--- config.mk ---
export PLATFORM = sky130hd
export DESIGN_NAME = block_chain_ctrl_flat
export DESIGN_NICKNAME = d
export VERILOG_FILES = /design/src/rtl/block_chain_ctrl_if.sv /design/src/rtl/block_chain_ctrl.sv /design/src/flat_wrapper.sv
export SDC_FILE = /design/constraint.sdc
export NUM_CORES = 1
export LEC_CHECK = 0
export CAP_MARGIN = 20
export CORE_ASPECT_RATIO = 0.9
export CORE_MARGIN = 2
export CORE_UTILIZATION = 45
export CTS_CLUSTER_SIZE = 10
export DETAILED_ROUTE_END_ITERATION = 10
export DONT_BUFFER_PORTS = 1
export SLEW_MARGIN = 10
export SYNTH_ARGS = -nofsm -noshare
export SYNTH_HDL_FRONTEND = slang
export SYNTH_SLANG_ARGS = --single-unit
--- constraint.sdc ---
create_clock -name clk -period 1.65 [get_ports clk]
set_input_delay 0.495 -clock clk [delete_from_list [all_inputs] [get_ports clk]]
set_output_delay 0.495 -clock clk [all_outputs]
set_load 0.1 [all_outputs]
--- src/rtl/block_chain_ctrl_if.sv ---
// SPI command bus between the command FSM (master) and one pixel-block controller (slave).
interface block_chain_ctrl_if #(
  parameter int SPI_ADDR_LEN = 10,
  parameter int SPI_DATA_LEN = 16,
  parameter int SPI_CODE_LEN = 6
);
  logic [SPI_CODE_LEN-1:0] code;
  logic [SPI_ADDR_LEN-1:0] addr;
  logic [SPI_DATA_LEN-1:0] data_in;
  logic [SPI_DATA_LEN-1:0] rd_data;
  logic                    rd_valid;

  modport master (output code, addr, data_in, input rd_data, rd_valid);
  modport slave  (input code, addr, data_in, output rd_data, rd_valid);
endinterface

--- src/rtl/block_chain_ctrl.sv ---
// Pixel-block controller: SPI-mapped record/HP/sample-rate registers, ADC capture buffer
// and slot-timed injection of the captured samples into the inter-block daisy chain.
module block_chain_ctrl #(
  parameter int N_CH         = 4,
  parameter int CH_SEL_W     = 2,
  parameter int BITS_ADC     = 12,
  parameter int REC_LEN      = 12,
  parameter int SLOT_LEN     = 8,
  parameter int SPI_ADDR_LEN = 10,
  parameter int SPI_DATA_LEN = 16,
  parameter int SPI_CODE_LEN = 6
) (
  input  logic                             clk,
  input  logic                             rst_n,
  block_chain_ctrl_if.slave                spi,
  input  logic [SPI_ADDR_LEN-CH_SEL_W-1:0] reg_map_addr_i,
  input  logic                             adc_ready_i,
  input  logic [N_CH*BITS_ADC-1:0]         adc_data_i,
  input  logic [BITS_ADC:0]                chain_in_i,
  output logic [BITS_ADC:0]                chain_out_o,
  output logic [N_CH*REC_LEN-1:0]          rec_o,
  output logic [1:0]                       samp_rate_mux_o,
  output logic [3:0]                       d_hp_o,
  output logic                             overrun_o
);
  localparam int CNT_W  = $clog2(N_CH*SLOT_LEN+2);
  localparam int SLOT_W = (SLOT_LEN > 1) ? $clog2(SLOT_LEN) : 1;
  localparam int IDX_W  = $clog2(N_CH+1);
  localparam logic [REC_LEN-1:0] REC_RST  = REC_LEN'(12'h07E);
  localparam logic [CNT_W-1:0]   CNT_LAST = CNT_W'(N_CH*SLOT_LEN+1);
  localparam logic [SLOT_W-1:0]  SLOT_MAX = SLOT_W'(SLOT_LEN-1);

  localparam logic [SPI_CODE_LEN-1:0] C_RD_REC = SPI_CODE_LEN'(1);
  localparam logic [SPI_CODE_LEN-1:0] C_WR_REC = SPI_CODE_LEN'(4);
  localparam logic [SPI_CODE_LEN-1:0] C_WR_HP  = SPI_CODE_LEN'(5);
  localparam logic [SPI_CODE_LEN-1:0] C_CLR    = SPI_CODE_LEN'(7);
  localparam logic [SPI_CODE_LEN-1:0] C_SET    = SPI_CODE_LEN'(8);
  localparam logic [SPI_CODE_LEN-1:0] C_WR_SR  = SPI_CODE_LEN'(14);
  localparam logic [SPI_CODE_LEN-1:0] C_RD_SR  = SPI_CODE_LEN'(15);
  localparam logic [SPI_CODE_LEN-1:0] C_RD_BUF = SPI_CODE_LEN'(19);
  localparam logic [SPI_CODE_LEN-1:0] C_RD_ST  = SPI_CODE_LEN'(20);

  typedef enum logic {IDLE = 1'b0, SHIFT = 1'b1} state_t;

  logic [REC_LEN-1:0]      rec_q [N_CH];
  logic [BITS_ADC-1:0]     buf_q [N_CH];
  logic [1:0]              samp_q;
  logic [3:0]              d_hp_q;
  logic                    wr_dec_q, rd_dec_q, rd_valid_q;
  logic [SPI_DATA_LEN-1:0] rd_data_q, rd_val;
  state_t                  state_q;
  logic [CNT_W-1:0]        cnt_q;
  logic [SLOT_W-1:0]       slot_q;
  logic [IDX_W-1:0]        idx_q;
  logic [1:0]              sync_q;
  logic                    adc_prev_q, overrun_q;
  logic [BITS_ADC:0]       chain_q;

  logic                    hit, ch_ok, is_wr, wr_dec_d, rd_dec_d, rd_first, ovr_clr, pos, busy;
  logic [CH_SEL_W-1:0]     ch;
  logic [REC_LEN-1:0]      sel_rec;
  logic [BITS_ADC-1:0]     sel_buf, inj_word;
  logic                    unused_data;

  assign hit   = (spi.addr[SPI_ADDR_LEN-1:CH_SEL_W] == reg_map_addr_i);
  assign ch    = spi.addr[CH_SEL_W-1:0];
  assign ch_ok = (32'(ch) < N_CH);
  assign is_wr = (spi.code == C_WR_REC) || (spi.code == C_WR_HP) || (spi.code == C_CLR) ||
                 (spi.code == C_SET) || (spi.code == C_WR_SR);
  assign wr_dec_d = ((spi.code == C_WR_REC) && hit && ch_ok) || ((spi.code == C_WR_HP) && hit) ||
                    (spi.code == C_CLR) || (spi.code == C_SET) || (spi.code == C_WR_SR);
  assign rd_dec_d = hit && !is_wr;
  // First cycle of a held read: rd_data is snapshotted here and held until the command drops
  assign rd_first = rd_dec_d && rd_dec_q && !rd_valid_q;
  assign ovr_clr  = rd_first && (spi.code == C_RD_ST) && ch_ok;
  assign pos      = sync_q[1] && !adc_prev_q;
  assign busy     = (state_q == SHIFT);
  assign unused_data = ^spi.data_in;

  always_comb begin
    sel_rec  = '0;
    sel_buf  = '0;
    inj_word = '0;
    for (int k = 0; k < N_CH; k++) begin
      if (32'(ch) == k) begin
        sel_rec = rec_q[k];
        sel_buf = buf_q[k];
      end
      if (32'(idx_q) == k) inj_word = buf_q[k];
    end
  end

  always_comb begin
    rd_val = '0;
    if (ch_ok) begin
      case (spi.code)
        C_RD_REC: rd_val = SPI_DATA_LEN'({sel_rec, d_hp_q});
        C_RD_SR:  rd_val = SPI_DATA_LEN'(samp_q);
        C_RD_BUF: rd_val = SPI_DATA_LEN'(sel_buf);
        C_RD_ST:  rd_val = SPI_DATA_LEN'({overrun_q, busy, cnt_q});
        default:  rd_val = '0;
      endcase
    end
  end

  // Command side: writes fire once on the rising edge of their decode
  always_ff @(posedge clk or negedge rst_n) begin
    if (!rst_n) begin
      for (int k = 0; k < N_CH; k++) rec_q[k] <= REC_RST;
      samp_q     <= 2'b11;
      d_hp_q     <= 4'hF;
      wr_dec_q   <= 1'b0;
      rd_dec_q   <= 1'b0;
      rd_valid_q <= 1'b0;
      rd_data_q  <= '0;
    end else begin
      wr_dec_q <= wr_dec_d;
      rd_dec_q <= rd_dec_d;
      if (wr_dec_d && !wr_dec_q) begin
        case (spi.code)
          C_WR_REC: for (int k = 0; k < N_CH; k++)
                      if (32'(ch) == k) rec_q[k] <= spi.data_in[REC_LEN-1:0];
          C_WR_HP:  d_hp_q <= spi.data_in[3:0];
          C_CLR:    for (int k = 0; k < N_CH; k++) rec_q[k][REC_LEN-1] <= 1'b0;
          C_SET:    for (int k = 0; k < N_CH; k++) rec_q[k][REC_LEN-1] <= 1'b1;
          C_WR_SR:  samp_q <= spi.data_in[1:0];
          default:  ;
        endcase
      end
      if (rd_dec_d && rd_dec_q) begin
        rd_valid_q <= 1'b1;
        if (!rd_valid_q) rd_data_q <= rd_val;
      end else begin
        rd_valid_q <= 1'b0;
        rd_data_q  <= '0;
      end
    end
  end

  // Chain side: a new sample set always wins and restarts the shift from channel 0
  always_ff @(posedge clk or negedge rst_n) begin
    if (!rst_n) begin
      sync_q     <= 2'b00;
      adc_prev_q <= 1'b0;
      state_q    <= IDLE;
      cnt_q      <= '0;
      slot_q     <= '0;
      idx_q      <= '0;
      overrun_q  <= 1'b0;
      chain_q    <= '1;
      for (int k = 0; k < N_CH; k++) buf_q[k] <= '1;
    end else begin
      sync_q     <= {sync_q[0], adc_ready_i};
      adc_prev_q <= sync_q[1];
      if (ovr_clr) overrun_q <= 1'b0;
      if (pos) begin
        if (state_q == SHIFT) overrun_q <= 1'b1;
        for (int k = 0; k < N_CH; k++) buf_q[k] <= adc_data_i[k*BITS_ADC +: BITS_ADC];
        cnt_q   <= '0;
        slot_q  <= '0;
        idx_q   <= '0;
        state_q <= SHIFT;
      end else if (state_q == SHIFT) begin
        if ((slot_q == '0) && (32'(idx_q) < N_CH)) chain_q <= {1'b0, inj_word};
        else                                       chain_q <= chain_in_i;
        cnt_q <= cnt_q + 1'b1;
        if (slot_q == SLOT_MAX) begin
          slot_q <= '0;
          if (32'(idx_q) < N_CH) idx_q <= idx_q + 1'b1;
        end else begin
          slot_q <= slot_q + 1'b1;
        end
        if (cnt_q == CNT_LAST) state_q <= IDLE;
      end
    end
  end

  for (genvar k = 0; k < N_CH; k++) begin : g_rec
    assign rec_o[k*REC_LEN +: REC_LEN] = rec_q[k];
  end

  assign spi.rd_data     = rd_data_q;
  assign spi.rd_valid    = rd_valid_q;
  assign chain_out_o     = chain_q;
  assign samp_rate_mux_o = samp_q;
  assign d_hp_o          = d_hp_q;
  assign overrun_o       = overrun_q;
endmodule

--- src/flat_wrapper.sv ---
// flat-port wrapper written by rule: the top's interface ports become plain ports
module block_chain_ctrl_flat 
#(
  parameter int N_CH         = 4,
  parameter int CH_SEL_W     = 2,
  parameter int BITS_ADC     = 12,
  parameter int REC_LEN      = 12,
  parameter int SLOT_LEN     = 8,
  parameter int SPI_ADDR_LEN = 10,
  parameter int SPI_DATA_LEN = 16,
  parameter int SPI_CODE_LEN = 6
)
  (clk, rst_n, reg_map_addr_i, adc_ready_i, adc_data_i, chain_in_i, chain_out_o, rec_o, samp_rate_mux_o, d_hp_o, overrun_o, spi_code, spi_addr, spi_data_in, spi_rd_data, spi_rd_valid);
  block_chain_ctrl_if #(.SPI_ADDR_LEN(SPI_ADDR_LEN), .SPI_DATA_LEN(SPI_DATA_LEN), .SPI_CODE_LEN(SPI_CODE_LEN)) spi_i ();
  input  logic clk;
  input  logic rst_n;
  input  logic [SPI_ADDR_LEN-CH_SEL_W-1:0] reg_map_addr_i;
  input  logic adc_ready_i;
  input  logic [N_CH*BITS_ADC-1:0] adc_data_i;
  input  logic [BITS_ADC:0] chain_in_i;
  output logic [BITS_ADC:0] chain_out_o;
  output logic [N_CH*REC_LEN-1:0] rec_o;
  output logic [1:0] samp_rate_mux_o;
  output logic [3:0] d_hp_o;
  output logic overrun_o;
  input wire logic [$bits(spi_i.code)-1:0] spi_code;
  input wire logic [$bits(spi_i.addr)-1:0] spi_addr;
  input wire logic [$bits(spi_i.data_in)-1:0] spi_data_in;
  output wire logic [$bits(spi_i.rd_data)-1:0] spi_rd_data;
  output wire logic [$bits(spi_i.rd_valid)-1:0] spi_rd_valid;
  assign spi_i.code = spi_code;
  assign spi_i.addr = spi_addr;
  assign spi_i.data_in = spi_data_in;
  assign spi_rd_data = spi_i.rd_data;
  assign spi_rd_valid = spi_i.rd_valid;
  block_chain_ctrl #(.N_CH(N_CH), .CH_SEL_W(CH_SEL_W), .BITS_ADC(BITS_ADC), .REC_LEN(REC_LEN), .SLOT_LEN(SLOT_LEN), .SPI_ADDR_LEN(SPI_ADDR_LEN), .SPI_DATA_LEN(SPI_DATA_LEN), .SPI_CODE_LEN(SPI_CODE_LEN)) u_core (.clk(clk), .rst_n(rst_n), .spi(spi_i), .reg_map_addr_i(reg_map_addr_i), .adc_ready_i(adc_ready_i), .adc_data_i(adc_data_i), .chain_in_i(chain_in_i), .chain_out_o(chain_out_o), .rec_o(rec_o), .samp_rate_mux_o(samp_rate_mux_o), .d_hp_o(d_hp_o), .overrun_o(overrun_o));
endmodule
; ---- Word level (Yosys, flattened, before mapping)
; Cells that the tools add are included.
[totals]
register_bits = 151
elab_cells = 134
output_inout_bits = 85
input_bits = 104
[op_classes]
mux = 40
n_bitwise = 1
order_cmp = 1
n_addsub = 3
n_reduce_logical = 40
n_eq_ne = 23
[ops]
columns = op, count
row1 = $mux W12, 16
row2 = $pmux W16 S4, 1
row3 = $mux W16, 2
row4 = $reduce_and A3 Y1, 9
row5 = $mux W3, 7
row6 = $eq A6 B3 Y1 const B, 3
row7 = $eq A6 B4 Y1 const B, 3
row8 = $mux W13, 1
row9 = $eq A6 B5 Y1 const B, 2
row10 = $mux W6, 2
row11 = $pmux W1 S3, 4
row12 = $ne A2 B2 Y1 const B, 5
row13 = $logic_and A1 B1 Y1, 9
row14 = $eq A8 B8 Y1, 1
row15 = $logic_or A1 B1 Y1, 8
row16 = $mux W1, 7
row17 = $add A3 B1 Y3 const B, 2
row18 = $add A6 B1 Y6 const B, 1
row19 = $eq A3 B2 Y1 const B, 2
row20 = $eq A6 B1 Y1 const B, 1
row21 = $eq A6 B6 Y1 const B, 1
row22 = $logic_not A3 Y1, 2
row23 = $reduce_and A2 Y1, 3
row24 = $reduce_bool A2 Y1, 3
row25 = 9 further kinds, 13

; ---- Logic depth before layout (Yosys ltp)
; Gate-level depths: netlist of the first run.
[depth]
depth_word = 13
depth_mapped = 10
mapped_depth_nobuf = 8

; ---- Worst setup path before layout of the first run
; OpenSTA, ideal clock, no wires.
[synth_path]
kind = input port to flip-flop
startpoint = input port spi_code[2]
endpoint = register u_core.rd_data_q[0], in the netlist u_core.spi.rd_data[0]
setup_ns = 0.122
n_path_buf = 2
setup_slack_ns = -0.496
path_stages = 10
t_arrival_ns = 2.024
required_ns = 1.528
path_cell_list = buf_2 or3b_1 a21o_1 a21oi_1 nor2_1 nand2_2 inv_2 and2_0 buf_2 a22o_1
[synth_between]
elab_chain_len = 9
word_cells_on_any_way = 20
cone_classes = 10 x eq/ne / 3 x mux / 7 x reduce/logical
[synth_rtl]
columns = item, line
row1 = "start, declared", flat_wrapper.sv:26  ; input wire logic [$bits(spi_i.code)-1:0] spi_code;
row2 = $eq A6 B3 Y1, block_chain_ctrl.sv:68  ; assign is_wr = (spi.code == C_WR_REC) || (spi.code == C_WR_HP) || (spi.code == C_CLR) ||
row3 = $logic_or A1 B1 Y1 (3 in series), block_chain_ctrl.sv:68
row4 = $logic_or A1 B1 Y1 (*), block_chain_ctrl.sv:69  ; (spi.code == C_SET) || (spi.code == C_WR_SR);
row5 = $logic_not A1 Y1 (*), block_chain_ctrl.sv:72  ; assign rd_dec_d = hit && !is_wr;
row6 = $logic_and A1 B1 Y1 (*), block_chain_ctrl.sv:72
row7 = via u_core.rd_dec_d, block_chain_ctrl.sv:59  ; logic hit, ch_ok, is_wr, wr_dec_d, rd_dec_d, rd_first, ovr_clr, pos, busy;
row8 = $logic_and A1 B1 Y1 (*), block_chain_ctrl.sv:130  ; if (rd_dec_d && rd_dec_q) begin
row9 = $ne A2 B2 Y1 (no source line) / $mux W16 (equally long branches), n/a
row10 = "end signal, assigned", block_chain_ctrl.sv:132  ; if (!rd_valid_q) rd_data_q <= rd_val;
row11 = "end, declared", block_chain_ctrl.sv:50  ; logic [SPI_DATA_LEN-1:0] rd_data_q, rd_val;
; Mark *: on every way through the listed nets, which the timed path passes. The rest lies on a longest branch. The select of a mux whose other input is x is not followed.
; A chain may end at the register's enable or synchronous reset.

; ---- Worst setup path in the final report of the first run
[layout_path]
startpoint = input port spi_code[5]
endpoint = register u_core.rec_q, in the netlist u_core.rec_o[0]
[layout_between]
elab_chain_len = 8
word_cells_on_any_way = 13
cone_classes = 5 x eq/ne / 8 x reduce/logical
[layout_rtl]
columns = item, line
row1 = $eq A6 B3 Y1 (on tied branches), "block_chain_ctrl.sv:70, block_chain_ctrl.sv:120"
row2 = $logic_and A1 B1 Y1, block_chain_ctrl.sv:70  ; assign wr_dec_d = ((spi.code == C_WR_REC) && hit && ch_ok) || ((spi.code == C_WR_HP) && hit) ||
row3 = $logic_or A1 B1 Y1 (2 in series), block_chain_ctrl.sv:70
row4 = $logic_or A1 B1 Y1 (2 in series), block_chain_ctrl.sv:71  ; (spi.code == C_CLR) || (spi.code == C_SET) || (spi.code == C_WR_SR);
row5 = $logic_and A1 B1 Y1, block_chain_ctrl.sv:119  ; if (wr_dec_d && !wr_dec_q) begin
row6 = $reduce_and A3 Y1 (no source line) (*), n/a
row7 = "end signal, assigned by index", block_chain_ctrl.sv:122  ; if (32'(ch) == k) rec_q[k] <= spi.data_in[REC_LEN-1:0];
row8 = "end, declared", block_chain_ctrl.sv:45  ; logic [REC_LEN-1:0] rec_q [N_CH];
; Every way passes the cells marked *; elsewhere a longest branch is shown, timed or not.

==> flow_summary_export.csv, run 1 <==
group,metric,value,unit
power,p_per_area,1280,nW/um2
sta,slew_violations,0,
clocking,clock_sinks,151,
finish,synthToLayoutAreaGrowth,37.5,%
floorplanning,die_area,17800,um2
clocking,cts.clk_slew.worst_paths,0.06,ns
yosys,synth_top_area_cell,"dfstp_2",
clocking,clockBufferDepth,2,
critical_path,cp.depth,7,
critical_path,ff2ff_setup_slack,-0.04,ns
sta,worst_hold_slack,-0.218,ns
global_route,grt.total_usage,0.249,
placement,hpwl,15.4,mm
yosys,yosysTopAreaCellShare,0.317,
placement,dp_slack,-0.792,ns
detailed_routing,routed-via-count,5755,
yosys,synth_edf_count,0,
clocking,cts_tree,"done",
yosys,synth.distinct_cells,52,
global_route,grt_overflow,0,
yosys,synth_area_leaders,"dfstp_2 (32%), dfrtp_1 (20%), mux2_2 (17%)",
sta,rsz0062_at_grt,"yes",
critical_path,criticalPathCategory,"in2reg",
placement,numPortBuffers,0,
yosys,avgSynthCellArea,11.9,um2
critical_path,crit_fanout,11,
critical_path,required,1.95,ns
finish,fin_cells,986,
detailed_routing,dr.pass1.iters,5,
detailed_routing,drt-vias-per-instance,5.84,
critical_path,worstSetupStartpointType,"input pin",
sta,finClkSkew,0.00983,ns
global_route,grt_pass1_wl,34.0,mm
sta,max_freq,561,MHz
hold_path,hp-class,"in2async",
clocking,cts-buffers-inserted,17,
critical_path,startpoint,"spi_code[5]",
critical_path,max_stage_delay,0.35,ns
finish,fillers,1225,
finish,nNetsFinal,879,
yosys,synth-seq-area-share,0.515,
global_route,grt_pass1_vias,6203,
floorplanning,die_h,127,um
yosys,ys_warn_count,0,
run,maxCapViolCount,0,
critical_path,ff2ff_path_depth,9,
power,p_leak,4.42,nW
critical_path,r2r-end,"u_core.chain_out_o[11]",
clocking,clk_latency,0.42,ns
finish,multi_input_area,3740,um2
sta,worst_pin_slew,0.495,ns
placement,gp_congestion,0.812,
floorplanning,start_util,0.463,
critical_path,crit_end,"u_core.rec_o[0]",
yosys,post-synth-top-count-cell,"mux2_2",
critical_path,reg2reg_from,"u_core.idx_q[1]",
detailed_routing,drc_errors,0,
sta,fin_crit_sh,1.08,
critical_path,cp_slowest_cell,"a211oi_4",
yosys,async_flop_share,1.00,
status,status,"finished with violations",
yosys,synth_seq_cells,151,
floorplanning,die_x,141,um
yosys,ys.flop_type,"dfstp_2",
yosys,synthTopCellsByCount,"mux2_2 (113), dfstp_2 (91), dfrtp_1 (60), o21ai_0 (53), nand2_1 (51)",
sta,hold_viol_final,96,
detailed_routing,wl_per_cell,22.3,um
yosys,synthCells,634,
floorplanning,rows,44,
clocking,ctsHtreeMaxLevel,4,
sta,worst_slack,-0.134,ns
floorplanning,io_pins,189,
finish,seq_area,3890,um2
detailed_routing,wirelength,22.0,mm
detailed_routing,drt_iter0_drc,471,
detailed_routing,antenna_left,0,
critical_path,worst-path-buf-inv,1,
sta,slew_headroom,0.670,
status,violations,"hold timing, setup timing",
placement,dp.cells,937,
yosys,syn-num-nets,748,
floorplanning,core,16300,um2
critical_path,crit_arrival,2.09,ns
power,irDropWorstVdd,933,uV
critical_path,cpLargestDelayFamily,"simple AND/OR/NAND/NOR gates",
global_route,grt_start_max_net_pins,152,
finish,drive_above_1_share,0.577,
sta,period_needed,1.78,ns
critical_path,cp-end-kind,"flop",
clocking,cts_root_buf,"clkbuf_16",
yosys,synth_area,7550,um2
global_route,antenna_found_initial,2,
critical_path,crit_path_cell_trace,"or2_4, nor3_4, nand2b_1, a211oi_4, nand2_1, buf_6, mux2_2",
sta,finalSetupViolCount,67,
## worst register-to-register path, cell delays in order (launching register included)
cell and delay (ns):
dfrtp_1 0.38, inv_2 0.09, ha_2 0.22, nor2b_4 0.07, clkbuf_16 0.16, a22oi_2 0.12, o21ai_1 0.08, a221o_1 0.34
o21ai_1 0.09, o21ai_1 0.07
## layer usage
| metal | global-route usage | vias to the layer above | part of all wire |
|---|---|---|---|
| met1 | 0.301 | 2943 | 0.41 |
| met2 | 0.407 | 173 | 0.49 |
| li1 | - | 2595 | - |
| met3 | 0.0929 | 42 | 0.068 |
| met4 | 0.101 | 2 | 0.029 |
| met5 | 0 | - | 0.00059 |
## per-stage QoR
step | power (mW) | instance area, um2 | TNS [ns] | utilization | hold WS (ns)
2_1_floorplan | 7.44 | 7660 | -23.11 | - | 0.199
3_3_place_gp | 8.69 | 9150 | -40.25 | 0.561 | 0.209
3_5_place_dp | 8.83 | 9150 | -45.76 | 0.561 | 0.210
4_1_cts | 13.2 | 10200 | -4.10 | 0.628 | -0.245
5_1_grt | 13.8 | 10400 | -9.18 | 0.637 | -0.250
6_report | 13.3 | 10400 | -4.19 | 0.637 | -0.218
## final cells by class
cell class	count	area share
clock inverter	10	0.0113
clock buffer	22	0.0466
multi-input combinational	430	0.360
inverter	10	0.00361
tap	207	0.0249
timing repair buffer	155	0.179
sequential	151	0.375
antenna	1	0.000241
## logic make-up after synthesis
logic type	Yosys count	synth area share
flops	151	0.515
compound gates	144	0.133
mux	133	0.208
simple gates	128	0.0802
buf+inv	53	0.0292
xor+xnor	15	0.0174
fa+ha+maj	10	0.0166
## cells in the final DEF, fill, tap and decap left out, drive strengths merged, types with 3 or more instances in the layout
cell type  Yosys  layout
buf           20     154
mux2         114     114
dfstp         91      91
dfrtp         60      60
o21ai         53      53
nand2         52      52
nor2          32      32
a22oi         24      24
clkbuf        23      23
a22o          18      18
a221o         14      14
inv           10      12
a21oi         11      11
mux2i         11      11
xor2          11      11
ha            10      10
mux4           8       8
nor3           8       8
a222oi         6       6
nor2b          6       6
nand2b         5       5
nand3          5       5
clkinv         0       5
xnor2          4       4
o21a           4       4
nor4           4       4
a2bb2oi        4       4
a21o           3       3
## repair_timing
item                                    4_1_cts  5_1_grt
endpoints found under the setup margin      107      118
hold endpoints to repair                    151      151
cloned                                        2        1
buffers inserted                             11        2
pin swaps                                    21       11
resized for setup                           116       24
## how the worst min path moves through the flow
| stage | startpoint | to | depth (start not counted) |
|---|---|---|---|
| 6_report | rst_n | u_core.slot_q[1] | 0 |
| 5_1_grt | rst_n | u_core.slot_q[1] | 0 |
| 4_1_cts | rst_n | u_core.spi.rd_data[6] | 0 |
| 3_5_place_dp | rst_n | u_core.sync_q[1] | 0 |
| 3_3_place_gp | rst_n | u_core.sync_q[1] | 0 |
| 2_1_floorplan | rst_n | u_core.adc_prev_q | 0 |
## sequential cells by signal, summed over array words and instances (netlist names), 2 cells and up
| register | count |
|---|---|
| u_core.sync_q | 2 |
| u_core.idx_q | 3 |
| u_core.samp_rate_mux_o | 2 |
| u_core.slot_q | 3 |
| u_core.cnt_q | 6 |
| u_core.spi.rd_data | 16 |
| u_core.chain_out_o | 13 |
| u_core.d_hp_o | 4 |
| u_core.buf_q | 48 |
| u_core.rec_o | 48 |
## power by group
group / internal [mW] / switching, mW / leakage (nW)
registers: 4.41 / 0.435 / 1.76
clock network: 2.40 / 1.54 / 0.297
logic: 1.90 / 2.63 / 2.36
Power figures use the tool's default switching activity.
==> run 2, diff against run 1 <==
REMOVE_ABC_BUFFERS = 1   (was not set)
==> run 2 against run 1 <==
Combinational power down 2%. Critical path type unchanged. The run still ends with hold timing, setup timing left. Largest cell class unchanged. Clock power up 8.1%. Clock skew down 0.0021 ns. Via count up 1.3%. Die area unchanged. Hold slack worse by 0.0078 ns. Final cell count up 0.71%.
==> flow_summary_export.csv, run 2 (same netlist as run 1, synthesis figures left out) <==
group,metric,value,unit
floorplanning,die_area,17800,um2
finish,layout_commonest_cell,"mux2_2",
critical_path,startpoint,"reg_map_addr_i[5]",
power,combPwrFrac,0.326,
placement,postPlaceCellArea,9200,um2
clocking,cts_tree,"done",
detailed_routing,wirelength,22.3,mm
finish,synthToLayoutAreaGrowth,39.0,%
clocking,clk_latency,0.42,ns
power,p_per_area,1290,nW/um2
placement,gp_congestion,0.885,
run,maxCapViolCount,0,
global_route,grt_pass1_vias,6268,
clocking,clock_sinks,151,
floorplanning,die_h,127,um
critical_path,required,1.96,ns
detailed_routing,dr.pass1.iters,5,
floorplanning,core,16300,um2
sta,period_needed,1.74,ns
global_route,grt_overflow,0,
finish,n_antenna_cell,0,
critical_path,worstSetupStartpointType,"input pin",
power,p_switching,4.64,mW
critical_path,crit_arrival,2.05,ns
clocking,ctsHtreeMaxLevel,4,
sta,slew_headroom,0.708,
finish,postLayoutCellArea,10500,um2
sta,max_freq,573,MHz
placement,numPortBuffers,0,
sta,rsz0062_at_grt,"yes",
clocking,clockBufferDepth,2,
sta,finClkSkew,0.00770,ns
floorplanning,rows,44,
critical_path,cp-end-kind,"flop",
floorplanning,die_x,141,um
sta,finalSetupViolCount,64,
detailed_routing,antenna_left,0,
critical_path,reg2reg_from,"u_core.idx_q[0]",
finish,nNetsFinal,887,
critical_path,criticalPathCategory,"in2reg",
critical_path,crit_fanout,5,
placement,hpwl,15.1,mm
global_route,antenna_found_initial,2,
finish,final_cell_mix,"mux2_2 (112), buf_4 (95), dfstp_2 (91)",
clocking,cts-buffers-inserted,17,
global_route,grt_start_max_net_pins,152,
clocking,cts_root_buf,"clkbuf_16",
status,violations,"hold timing, setup timing",
detailed_routing,wl_per_cell,22.5,um
finish,drive_above_1_share,0.580,
sta,fin_crit_sh,1.06,
detailed_routing,drc_errors,0,
detailed_routing,drt-vias-per-instance,5.87,
sta,worst_pin_slew,0.435,ns
power,irDropWorstVdd,728,uV
power,switching_share,0.342,
sta,slew_violations,0,
detailed_routing,drt_iter0_drc,356,
sta,hold_viol_final,101,
power,seqPwrFrac,0.360,
sta,worst_slack,-0.0946,ns
sta,worst_hold_slack,-0.226,ns
detailed_routing,routed-via-count,5830,
floorplanning,io_pins,189,
power,p_leak,4.52,nW
global_route,grt.total_usage,0.251,
status,status,"finished with violations",
finish,final_core_util,0.644,
power,p_int,8.92,mW
floorplanning,start_util,0.463,
global_route,grt_pass1_wl,34.6,mm
power,p_clk_frac,0.315,
clocking,cts.clk_slew.worst_paths,0.06,ns
hold_path,hp-class,"in2async",
## run 2: what timing repair did
action	4_1_cts	5_1_grt
gates resized for setup	109	49
pin swaps	15	25
cloned	2	0
hold endpoints to repair	151	89
setup buffers	14	1
endpoints found under the setup margin	108	113
## run 2: metal layers
| metal | routed length, um | vias to the layer above | GRT usage |
|---|---|---|---|
| li1 | - | 2620 | - |
| met2 | 11200 | 208 | 0.419 |
| met1 | 9060 | 2965 | 0.314 |
| met3 | 1620 | 35 | 0.0797 |
| met4 | 387 | 2 | 0.0812 |
| met5 | 13 | - | 0 |
## run 2: worst paths after layout
| kind | end | slack (ns) | depth (start not counted) |
|---|---|---|---|
| max | u_core.rec_o[19] | -0.09 | 8 |
| min | u_core.cnt_q[5] | -0.23 | 0 |
| max reg2reg | u_core.chain_out_o[6] | -0.03 | 9 |
| min reg2reg | u_core.sync_q[1] | 0.35 | 0 |
| max in group asynchronous | u_core.rec_o[28] | 1.60 | 0 |
| min in group clk | u_core.sync_q[0] | 0.10 | 0 |
## run 2: stage by stage
| step | std cells | power, mW | hold slack, ns | TNS, ns | setup slack, ns |
|---|---|---|---|---|---|
| 2_1_floorplan | 591 | 7.34 | 0.199 | -181.43 | -2.24 |
| 3_3_place_gp | 945 | 8.70 | 0.210 | -37.85 | -0.596 |
| 3_5_place_dp | 945 | 8.80 | 0.207 | -38.98 | -0.617 |
| 4_1_cts | 992 | 13.5 | -0.253 | -1.78 | -0.0547 |
| 5_1_grt | 993 | 14.1 | -0.233 | -5.42 | -0.143 |
| 6_report | 993 | 13.6 | -0.226 | -1.52 | -0.0946 |
## run 2: area by class of cell
type                       instances  area (um2)
clock buffer                      20         457
clock inverter                    12         191
fill                            1196        5800
inverter                          10        37.5
multi-input combinational        430        3750
sequential                       151        3890
tap                              207         259
timing repair buffer             163        1910
## run 2: worst max-delay path, stage by stage
cell,delay (ns)
xor2_2,0.15
nor4_2,0.30
nand3_1,0.17
a211oi_2,0.23
buf_6,0.18
nand2_4,0.07
buf_6,0.16
mux2_4,0.29
## run 2: power groups by stage
stage               logic [mW]  registers, mW  clock network [mW]
floorplan                 1.19           6.15                   0
detailed placement        3.89           4.91                   0
global route              4.65           4.93                4.50
global placement          3.82           4.87                   0
finish                    4.42           4.88                4.26
CTS                       4.28           4.86                4.35
==> run 3, diff against run 2 <==
CAP_MARGIN = not set   (was 20)
SLEW_MARGIN = not set   (was 10)
==> results of run 3 <==
Same layout as run 2: the final DEF is identical, and so are final timing and power.
